<file path="src/rtl/next_address_unit_if.sv">
// rtl/next_address_unit_if.sv - control/flag inputs and PC/RAS status outputs of the next-address unit
interface next_address_unit_if #(
    parameter int ADDR_W    = 32,
    parameter int BR_OFF_W  = 16,
    parameter int JMP_W     = 26,
    parameter int RAS_DEPTH = 4
);
    localparam int CNT_W = $clog2(RAS_DEPTH + 1);

    logic                advance;
    logic [2:0]          sel;
    logic [2:0]          brtype;
    logic                zero_flag;
    logic                carry_flag;
    logic                msb;
    logic [BR_OFF_W-1:0] branch_label;
    logic [JMP_W-1:0]    jmp_label;
    logic [ADDR_W-1:0]   jmp_ra;
    logic [ADDR_W-1:0]   pc;
    logic [ADDR_W-1:0]   next_pc;
    logic                taken;
    logic [CNT_W-1:0]    ras_count;
    logic                ras_overflow;
    logic                ras_underflow;

    modport master (
        output advance, sel, brtype, zero_flag, carry_flag, msb,
               branch_label, jmp_label, jmp_ra,
        input  pc, next_pc, taken, ras_count, ras_overflow, ras_underflow
    );

    modport slave (
        input  advance, sel, brtype, zero_flag, carry_flag, msb,
               branch_label, jmp_label, jmp_ra,
        output pc, next_pc, taken, ras_count, ras_overflow, ras_underflow
    );
endinterface

</file>
<file path="src/rtl/next_address_unit.sv">
// rtl/next_address_unit.sv - registered PC with branch/jump/call/return selection and circular RAS
module next_address_unit #(
    parameter int                       ADDR_W    = 32,
    parameter int                       BR_OFF_W  = 16,
    parameter int                       JMP_W     = 26,
    parameter int                       RAS_DEPTH = 4,
    parameter logic [ADDR_W-1:0]        RESET_PC  = '0
) (
    input  logic                 clk,
    input  logic                 reset_n,
    next_address_unit_if.slave   bus
);
    localparam int CNT_W = $clog2(RAS_DEPTH + 1);
    localparam int PTR_W = $clog2(RAS_DEPTH);

    logic [ADDR_W-1:0] pc_q;
    logic              taken_q;
    logic [CNT_W-1:0]  cnt_q;
    logic [PTR_W-1:0]  top_q;
    logic              ovf_q;
    logic              udf_q;
    logic [ADDR_W-1:0] stack [RAS_DEPTH];

    logic [ADDR_W-1:0] pc1;
    logic [ADDR_W-1:0] br_off;
    logic [ADDR_W-1:0] nxt;
    logic              cond;
    logic              tk;
    logic              push;
    logic              pop;
    logic              udf_hit;
    logic              ras_full;
    logic [PTR_W-1:0]  top_inc;
    logic [PTR_W-1:0]  top_dec;

    assign pc1      = pc_q + ADDR_W'(1);
    assign br_off   = ADDR_W'($signed(bus.branch_label));
    assign ras_full = (cnt_q == CNT_W'(RAS_DEPTH));
    assign top_inc  = (top_q == PTR_W'(RAS_DEPTH - 1)) ? '0 : top_q + PTR_W'(1);
    assign top_dec  = (top_q == '0) ? PTR_W'(RAS_DEPTH - 1) : top_q - PTR_W'(1);

    always_comb begin
        cond = 1'b0;
        case (bus.brtype)
            3'd0:    cond = 1'b1;
            3'd1:    cond = bus.zero_flag;
            3'd2:    cond = !bus.zero_flag;
            3'd3:    cond = bus.carry_flag;
            3'd4:    cond = !bus.carry_flag;
            3'd5:    cond = bus.msb;
            3'd6:    cond = !bus.msb;
            default: cond = 1'b0;
        endcase
    end

    always_comb begin
        nxt     = pc1;
        tk      = 1'b0;
        push    = 1'b0;
        pop     = 1'b0;
        udf_hit = 1'b0;
        case (bus.sel)
            3'd1: begin
                if (cond) begin
                    nxt = pc1 + br_off;
                    tk  = 1'b1;
                end
            end
            3'd2: begin
                nxt = ADDR_W'(bus.jmp_label);
                tk  = 1'b1;
            end
            3'd3: begin
                nxt = bus.jmp_ra;
                tk  = 1'b1;
            end
            3'd4: begin
                nxt  = ADDR_W'(bus.jmp_label);
                tk   = 1'b1;
                push = 1'b1;
            end
            3'd5: begin
                tk = 1'b1;
                // An empty stack falls back to the register target instead of stale data
                if (cnt_q != '0) begin
                    nxt = stack[top_q];
                    pop = 1'b1;
                end else begin
                    nxt     = bus.jmp_ra;
                    udf_hit = 1'b1;
                end
            end
            default: ;
        endcase
    end

    always_ff @(posedge clk or negedge reset_n) begin
        if (!reset_n) begin
            pc_q    <= RESET_PC;
            taken_q <= 1'b0;
            cnt_q   <= '0;
            top_q   <= '0;
            ovf_q   <= 1'b0;
            udf_q   <= 1'b0;
        end else if (bus.advance) begin
            pc_q    <= nxt;
            taken_q <= tk;
            if (push) begin
                top_q <= top_inc;
                if (ras_full) ovf_q <= 1'b1;
                else          cnt_q <= cnt_q + CNT_W'(1);
            end else if (pop) begin
                top_q <= top_dec;
                cnt_q <= cnt_q - CNT_W'(1);
            end
            if (udf_hit) udf_q <= 1'b1;
        end
    end

    // Stack contents need no reset; when full the push lands on the oldest slot
    always_ff @(posedge clk) begin
        if (bus.advance && push) stack[top_inc] <= pc1;
    end

    assign bus.pc            = pc_q;
    assign bus.next_pc       = nxt;
    assign bus.taken         = taken_q;
    assign bus.ras_count     = cnt_q;
    assign bus.ras_overflow  = ovf_q;
    assign bus.ras_underflow = udf_q;
endmodule
</file>
<file path="src/flat_wrapper.sv">
// flat-port wrapper written by rule: the top's interface ports become plain ports
module next_address_unit_flat 
#(
    parameter int                       ADDR_W    = 32,
    parameter int                       BR_OFF_W  = 16,
    parameter int                       JMP_W     = 26,
    parameter int                       RAS_DEPTH = 4,
    parameter logic [ADDR_W-1:0]        RESET_PC  = '0
)
  (clk, reset_n, bus_advance, bus_sel, bus_brtype, bus_zero_flag, bus_carry_flag, bus_msb, bus_branch_label, bus_jmp_label, bus_jmp_ra, bus_pc, bus_next_pc, bus_taken, bus_ras_count, bus_ras_overflow, bus_ras_underflow);
  next_address_unit_if #(.ADDR_W(ADDR_W), .BR_OFF_W(BR_OFF_W), .JMP_W(JMP_W), .RAS_DEPTH(RAS_DEPTH)) bus_i ();
  input  logic clk;
  input  logic reset_n;
  input wire logic [$bits(bus_i.advance)-1:0] bus_advance;
  input wire logic [$bits(bus_i.sel)-1:0] bus_sel;
  input wire logic [$bits(bus_i.brtype)-1:0] bus_brtype;
  input wire logic [$bits(bus_i.zero_flag)-1:0] bus_zero_flag;
  input wire logic [$bits(bus_i.carry_flag)-1:0] bus_carry_flag;
  input wire logic [$bits(bus_i.msb)-1:0] bus_msb;
  input wire logic [$bits(bus_i.branch_label)-1:0] bus_branch_label;
  input wire logic [$bits(bus_i.jmp_label)-1:0] bus_jmp_label;
  input wire logic [$bits(bus_i.jmp_ra)-1:0] bus_jmp_ra;
  output wire logic [$bits(bus_i.pc)-1:0] bus_pc;
  output wire logic [$bits(bus_i.next_pc)-1:0] bus_next_pc;
  output wire logic [$bits(bus_i.taken)-1:0] bus_taken;
  output wire logic [$bits(bus_i.ras_count)-1:0] bus_ras_count;
  output wire logic [$bits(bus_i.ras_overflow)-1:0] bus_ras_overflow;
  output wire logic [$bits(bus_i.ras_underflow)-1:0] bus_ras_underflow;
  assign bus_i.advance = bus_advance;
  assign bus_i.sel = bus_sel;
  assign bus_i.brtype = bus_brtype;
  assign bus_i.zero_flag = bus_zero_flag;
  assign bus_i.carry_flag = bus_carry_flag;
  assign bus_i.msb = bus_msb;
  assign bus_i.branch_label = bus_branch_label;
  assign bus_i.jmp_label = bus_jmp_label;
  assign bus_i.jmp_ra = bus_jmp_ra;
  assign bus_pc = bus_i.pc;
  assign bus_next_pc = bus_i.next_pc;
  assign bus_taken = bus_i.taken;
  assign bus_ras_count = bus_i.ras_count;
  assign bus_ras_overflow = bus_i.ras_overflow;
  assign bus_ras_underflow = bus_i.ras_underflow;
  next_address_unit #(.ADDR_W(ADDR_W), .BR_OFF_W(BR_OFF_W), .JMP_W(JMP_W), .RAS_DEPTH(RAS_DEPTH), .RESET_PC(RESET_PC)) u_core (.clk(clk), .reset_n(reset_n), .bus(bus_i));
endmodule
</file>
<file path="config.mk">
export PLATFORM = sky130hd
export DESIGN_NAME = next_address_unit_flat
export DESIGN_NICKNAME = d
export VERILOG_FILES = /design/src/rtl/next_address_unit_if.sv /design/src/rtl/next_address_unit.sv /design/src/flat_wrapper.sv
export SDC_FILE = /design/constraint.sdc
export NUM_CORES = 1
export LEC_CHECK = 0
export BUFFER_PORTS_ARGS = -buffer_cell sky130_fd_sc_hd__buf_2
export CAP_MARGIN = 20
export CORE_UTILIZATION = 41
export CTS_CLUSTER_DIAMETER = 150
export DETAILED_ROUTE_END_ITERATION = 6
export GPL_ROUTABILITY_DRIVEN = 0
export SLEW_MARGIN = 40
export SYNTH_ARGS = -nofsm -noshare
export SYNTH_HDL_FRONTEND = slang
export SYNTH_SLANG_ARGS = --single-unit
</file>
<file path="constraint.sdc">
create_clock -name clk -period 5 [get_ports clk]
set_input_delay 1.5 -clock clk [delete_from_list [all_inputs] [get_ports clk]]
set_output_delay 1.5 -clock clk [all_outputs]
set_load 0.01 [all_outputs]
</file>
======== Word-level counts from Yosys, hierarchy flattened ========
Memory sizes are Yosys's and may differ from the RTL's.
Cells that the tools add are included.
storage, ports and cells
  register bits after elaboration ......... 40
  latch bits .............................. 0
  RAM bits ................................ 128
  ROM bits ................................ 0
  input bits .............................. 86
  output and inout bits ................... 70
  logic and storage cells ................. 61
  memories ................................ 1
memory list
  memory        depth  width  read ports  clocked after Yosys merged registers in  write ports  RTL line                 text
  u_core.stack  4      32     1           0                                        1            next_address_unit.sv:22  logic [ADDR_W-1:0] stack [RAS_DEPTH];
operators by class
  add/subtract/negate cells ............... 6
  multipliers ............................. 0
  divide/modulo/power cells ............... 0
  $lt $le $gt $ge ......................... 0
  eq/ne operators ......................... 14
  shift operators ......................... 0
  muxes and demuxes ....................... 20
  bitwise operators ....................... 0
  reductions and logical operators ........ 14
operator list
  kind                                                                    number
  32-bit one-hot mux with 4 select lines                                  1
  32-bit two-way mux                                                      2
  32-bit by 1-bit adder with 32-bit output (second input constant)        1
  32-bit adder                                                            1
  3-bit equality test (second input constant)                             6
  3-bit by 2-bit equality test with 1-bit output (second input constant)  4
  3-bit two-way mux                                                       3
  1-bit two-way mux                                                       8
  2-bit two-way mux                                                       4
  1-bit one-hot mux with 7 select lines                                   1
  3-bit by 1-bit equality test with 1-bit output (second input constant)  2
  3-bit AND reduction                                                     2
  2-bit AND reduction                                                     2
  4-bit OR reduction                                                      1
  3-bit by 1-bit adder with 3-bit output (second input constant)          1
  1-bit zero test                                                         3
  3-bit zero test                                                         1
  3-bit nonzero test                                                      1
  3-bit by 1-bit subtractor with 3-bit output (second input constant)     1
  2-bit by 1-bit adder with 2-bit output (second input constant)          1
  2-bit equality test (second input constant)                             1
  2-bit zero test                                                         1
  2-bit != test (second input constant)                                   1
  1-bit one-hot mux with 2 select lines                                   1
  other kinds (4)                                                         4

======== Depth between registers and ports, before layout ========
  depth after elaboration ................. 5
  gate-level depth with buffers ........... 18
  depth with buffers taken out ............ 16

======== Worst setup path before layout ========
No wires, ideal clock.
  path kind ............................... in2out
  from .................................... input bus_branch_label[0]
  to ...................................... output bus_next_pc[26]
  arrival ................................. 3.870 ns
  required time ........................... 3.500 ns
  slack ................................... -0.370 ns
  stages on the path ...................... 12
  path buffers ............................ 0
  cells stage by stage .................... ha_1 inv_1 fa_1 and2b_1 o211ai_1 a31oi_1 a21oi_1 o221a_2 o31ai_4 a31oi_1 xnor2_1 a21oi_1
on the way
  cells in the longest elaborated chain, start to end .. 3
ends and longest elaborated chain
  element                                 RTL line                 text
  start: declaration                      flat_wrapper.sv:20       input wire logic [$bits(bus_i.branch_label)-1:0] bus_branch_label;
  32-bit adder                            next_address_unit.sv:65  nxt = pc1 + br_off;
  32-bit two-way mux                      next_address_unit.sv:64  if (cond) begin
  32-bit one-hot mux with 4 select lines  next_address_unit.sv:62  case (bus.sel)
  end: declaration                        flat_wrapper.sv:24       output wire logic [$bits(bus_i.next_pc)-1:0] bus_next_pc;
No other way between the ends.

======== Worst setup path after layout ========
  from .................................... register u_core.pc_q[4] (netlist: u_core.bus.pc[4])
  to ...................................... output bus_next_pc[25]
on the way
  cells in the longest elaborated chain, start to end .. 4
ends and longest elaborated chain
  element                                   RTL line                  text
  start: declaration                        next_address_unit.sv:16   logic [ADDR_W-1:0] pc_q;
  start signal: assignment                  next_address_unit.sv:106  pc_q <= nxt;
  32-bit by 1-bit adder with 32-bit output  next_address_unit.sv:36   assign pc1 = pc_q + ADDR_W'(1);
  named net u_core.pc1[18]                  next_address_unit.sv:24   logic [ADDR_W-1:0] pc1;
  32-bit adder                              next_address_unit.sv:65
  32-bit two-way mux                        next_address_unit.sv:64
  32-bit one-hot mux with 4 select lines    next_address_unit.sv:62
The timed path passes the listed nets, and every way through them passes these cells.

==> impl_metrics.csv <==
group,metric,value,unit
run_status,status,"finished with violations",
run_status,violations,"setup timing",
flow_run,max_cap_viol_count,0,
clock_tree,cts-root-buf,"clkbuf_16",
clock_tree,htree_levels,4,
worst_setup_path,path_cells,"nand4_1 -> buf_4 -> nor4_4 -> buf_4 -> nand4_1 -> xnor2_2 -> ha_4 -> buf_4 -> nand4_1 -> o31a_2 -> o21a_1 -> buf_4 -> o211ai_1 -> o21bai_1 -> buf_2",
sta,report.final.setup_viol,20,
sta,relSlewSlack,46.7,%
sta,fin_crit,5550,ps
sta,fmaxAchievable,180,MHz
grt,grt_pass1_vias,8715,
placed_design,numPortBuffers,155,
power_and_ir_drop,irDropWorstVdd,0.000247,V
clock_tree,clk_pin_slew,80,ps
worst_setup_path,cpMaxStageDelayCell,"o31a_2",
clock_tree,cts_tree,"yes",
logic_synthesis,synth.avg_cell_area,11.7,um^2
grt,grt_max_degree,34,
floorplan,die_h,158,um
logic_synthesis,ys_warn_count,0,
logic_synthesis,netlist_instances,851,
floorplan,ios,156,
floorplan,fp-row-count,56,
grt,grt_overflow,0,
power_and_ir_drop,power,6.94,mW
logic_synthesis,async_flop_share,23.8,%
logic_synthesis,synth_flop_cell,"edfxtp_1",
worst_setup_path,crit_top_cell,"buf_4",
clock_tree,cts_sinks,168,
worst_setup_path,critPathArrivalTime,4050,ps
floorplan,die_width,158,um
grt,grt_pass1_wl,48.9,mm
clock_tree,numCtsBuffers,17,
cells_and_area,seqCellArea,0.00485,mm^2
grt,grt_use_met2,46.8,%
detailed_routing,drt_iter0_drc,752,
worst_setup_path,critPathMaxStageDelay,420,ps
floorplan,dieArea,0.0249,mm^2
detailed_routing,drt_first_pass_iters,6,
worst_setup_path,crit_type,"reg2out",
cells_and_area,layout_commonest_cell,"buf_4",
sta,tightest_slew,797,ps
grt,grtUsageTotal,26.7,%
worst_hold_path,min_path_type,"reg2reg",
power_and_ir_drop,total_leakage_power,6.08,nW
grt,busiest_layer,"met2",
worst_setup_path,crit_fanout,4,
sta,hold_violations,0,
worst_setup_path,endpoint_kind,"primary output",
grt,antenna_found_initial,1,
grt,gr-usage-met3,4.24,%
floorplan,start_util,42.1,%
logic_synthesis,syn_area,0.00997,mm^2
logic_synthesis,synth-seq-area-share,48.6,%
sta,fin_skew,11.9,ps
worst_setup_path,path_buf_inv,5,
placed_design,hpwl,23.9,mm
floorplan,core,0.0237,mm^2
logic_synthesis,synth-seq-cells,168,
detailed_routing,viasPerCell,5.67,
worst_setup_path,startpoint_type,"register",
cells_and_area,drive_gt1_share,51.0,%
cells_and_area,multi_input_area,0.00573,mm^2
logic_synthesis,synthesis.nets,984,
sta,holdWs,475,ps
sta,setup_tns,-7740,ps
grt,use_met1,34.1,%
detailed_routing,drc,0,
detailed_routing,ant_nets,0,
clock_tree,ctsHoldBuffers,0,
sta,slew_viol_final,0,
power_and_ir_drop,p_per_area,476,mW/mm^2
cells_and_area,nFillCells,1925,
detailed_routing,vias,8956,
sta,rsz0062_at_grt,"yes",
sta,worst_slack,-547,ps
worst_setup_path,critPathTopFamily,"compound AO/OA/AOI/OAI gates",
logic_synthesis,synth_cell_types,69,
clock_tree,clock_path_buffers,2,
worst_setup_path,required,3500,ps
detailed_routing,wl,33.4,mm
cells_and_area,nNetsFinal,1380,
detailed_routing,wl_per_cell,21.2,um
sta,period_share,111,%
clock_tree,clock_latency,440,ps
logic_synthesis,synth-edff-count,128,
cells_and_area,area_growth,46.1,%
cells_and_area,final_cell_mix,"243 x buf_4, 153 x buf_2, 128 x edfxtp_1",
## cells in the mapped netlist (2+ instances only)
| cell type | n | area [um^2] |
|---|---|---|
| o21ai_0 | 44 | 220 |
| buf_1 | 2 | 7.51 |
| o31ai_1 | 2 | 15.0 |
| nor2b_1 | 4 | 25.0 |
| a22oi_1 | 2 | 15.0 |
| buf_2 | 7 | 35.0 |
| nand2b_1 | 7 | 43.8 |
| o211ai_1 | 9 | 67.6 |
| a221o_1 | 15 | 150 |
| o22ai_1 | 5 | 31.3 |
| a211oi_1 | 3 | 22.5 |
| mux2_2 | 23 | 259 |
| dfrtp_1 | 40 | 1000 |
| o221ai_1 | 5 | 43.8 |
| clkbuf_1 | 24 | 90.1 |
| nand2_1 | 68 | 255 |
| a21oi_1 | 68 | 340 |
| a21oi_2 | 4 | 35.0 |
| o21bai_1 | 4 | 30.0 |
| a31oi_1 | 17 | 106 |
| and3_1 | 15 | 93.8 |
| a21o_1 | 19 | 143 |
| inv_1 | 28 | 105 |
| buf_4 | 3 | 22.5 |
| a222oi_1 | 13 | 130 |
| nand4_1 | 18 | 113 |
| and4_1 | 4 | 35.0 |
| fa_1 | 2 | 40.0 |
| and2_1 | 6 | 37.5 |
| edfxtp_1 | 128 | 3840 |
| a221oi_1 | 5 | 43.8 |
| xnor2_1 | 45 | 394 |
| ha_1 | 45 | 563 |
| mux2i_1 | 3 | 30.0 |
| o21a_1 | 6 | 45.0 |
| nand3_1 | 26 | 130 |
| nor3_1 | 9 | 45.0 |
| o21ai_1 | 3 | 15.0 |
| a31o_2 | 2 | 17.5 |
| buf_6 | 3 | 33.8 |
| a211o_1 | 5 | 43.8 |
| a221oi_2 | 2 | 30.0 |
| xor2_1 | 11 | 96.3 |
| nor2_1 | 41 | 154 |
| mux4_2 | 32 | 721 |
## sequential cells by signal, summed over array words and instances, names as in the netlist
| name | count |
|---|---|
| u_core.bus.pc | 32 |
| u_core.bus.ras_count | 3 |
| u_core.stack | 128 |
| u_core.bus.taken | 1 |
| u_core.top_q | 2 |
| u_core.bus.ras_overflow | 1 |
| u_core.bus.ras_underflow | 1 |
## logic make-up after synthesis
kind of cell / after synthesis / synth area share [%]
AO/OA/AOI/OAI: 248 / 17.2
XOR/XNOR: 56 / 4.92
adder cells (fa/ha/maj): 47 / 6.05
buffers and inverters: 67 / 2.95
flip-flops: 168 / 48.6
multiplexers: 58 / 10.1
AND/OR/NAND/NOR: 207 / 10.1
## final cells by class
cell class / instances / area share [%]
tap: 319 / 2.74
inverter: 28 / 0.739
multi-input combinational: 616 / 39.4
timing repair buffer: 416 / 19.7
antenna: 1 / 0.0172
clock buffer: 17 / 2.92
clock inverter: 15 / 1.19
sequential: 168 / 33.3
## routing by layer
layer  wire, um  vias to the layer above
li1           -                     4119
met1      13900                     4456
met2      16900                      333
met3       1940                       48
met4        733                        0
met5          0                        -
## what timing repair did
action	in CTS	in global routing
setup buffers	17	21
pin swaps	46	69
setup endpoints to repair	24	25
gates resized for setup	44	123
## worst paths after layout
path	startpoint	endpoint	slack, ps	cells past startpoint
setup / recovery	u_core.bus.pc[4]	bus_next_pc[25]	-550	15
hold / removal	u_core.bus.ras_underflow	u_core.bus.ras_underflow	480	1
setup reg to reg	u_core.bus.pc[4]	u_core.bus.pc[19]	1010	18
hold reg to reg	u_core.bus.ras_underflow	u_core.bus.ras_underflow	480	1
max in group asynchronous	reset_n	u_core.bus.pc[1]	3280	2
min in group asynchronous	reset_n	u_core.bus.ras_count[2]	920	1
## through the flow
stage / worst slack [ps] / util [%] / instances / area (um^2)
finish: -547 / 61.5 / 1580 / 14600
global placement: -508 / 53.8 / 1510 / 12800
global route: -749 / 61.5 / 1579 / 14600
floorplan: -145 / - / 851 / 9990
detailed placement: -522 / 53.8 / 1510 / 12800
CTS: -530 / 57.9 / 1559 / 13700
## report_power, final
group / switching (mW) / internal (mW) / leakage, nW
registers: 0.189 / 1.74 / 1.65
clock network: 0.660 / 0.675 / 0.286
logic: 1.80 / 1.88 / 4.14
total: 2.65 / 4.29 / 6.08
No activity file was read; power rests on OpenSTA's default activity.
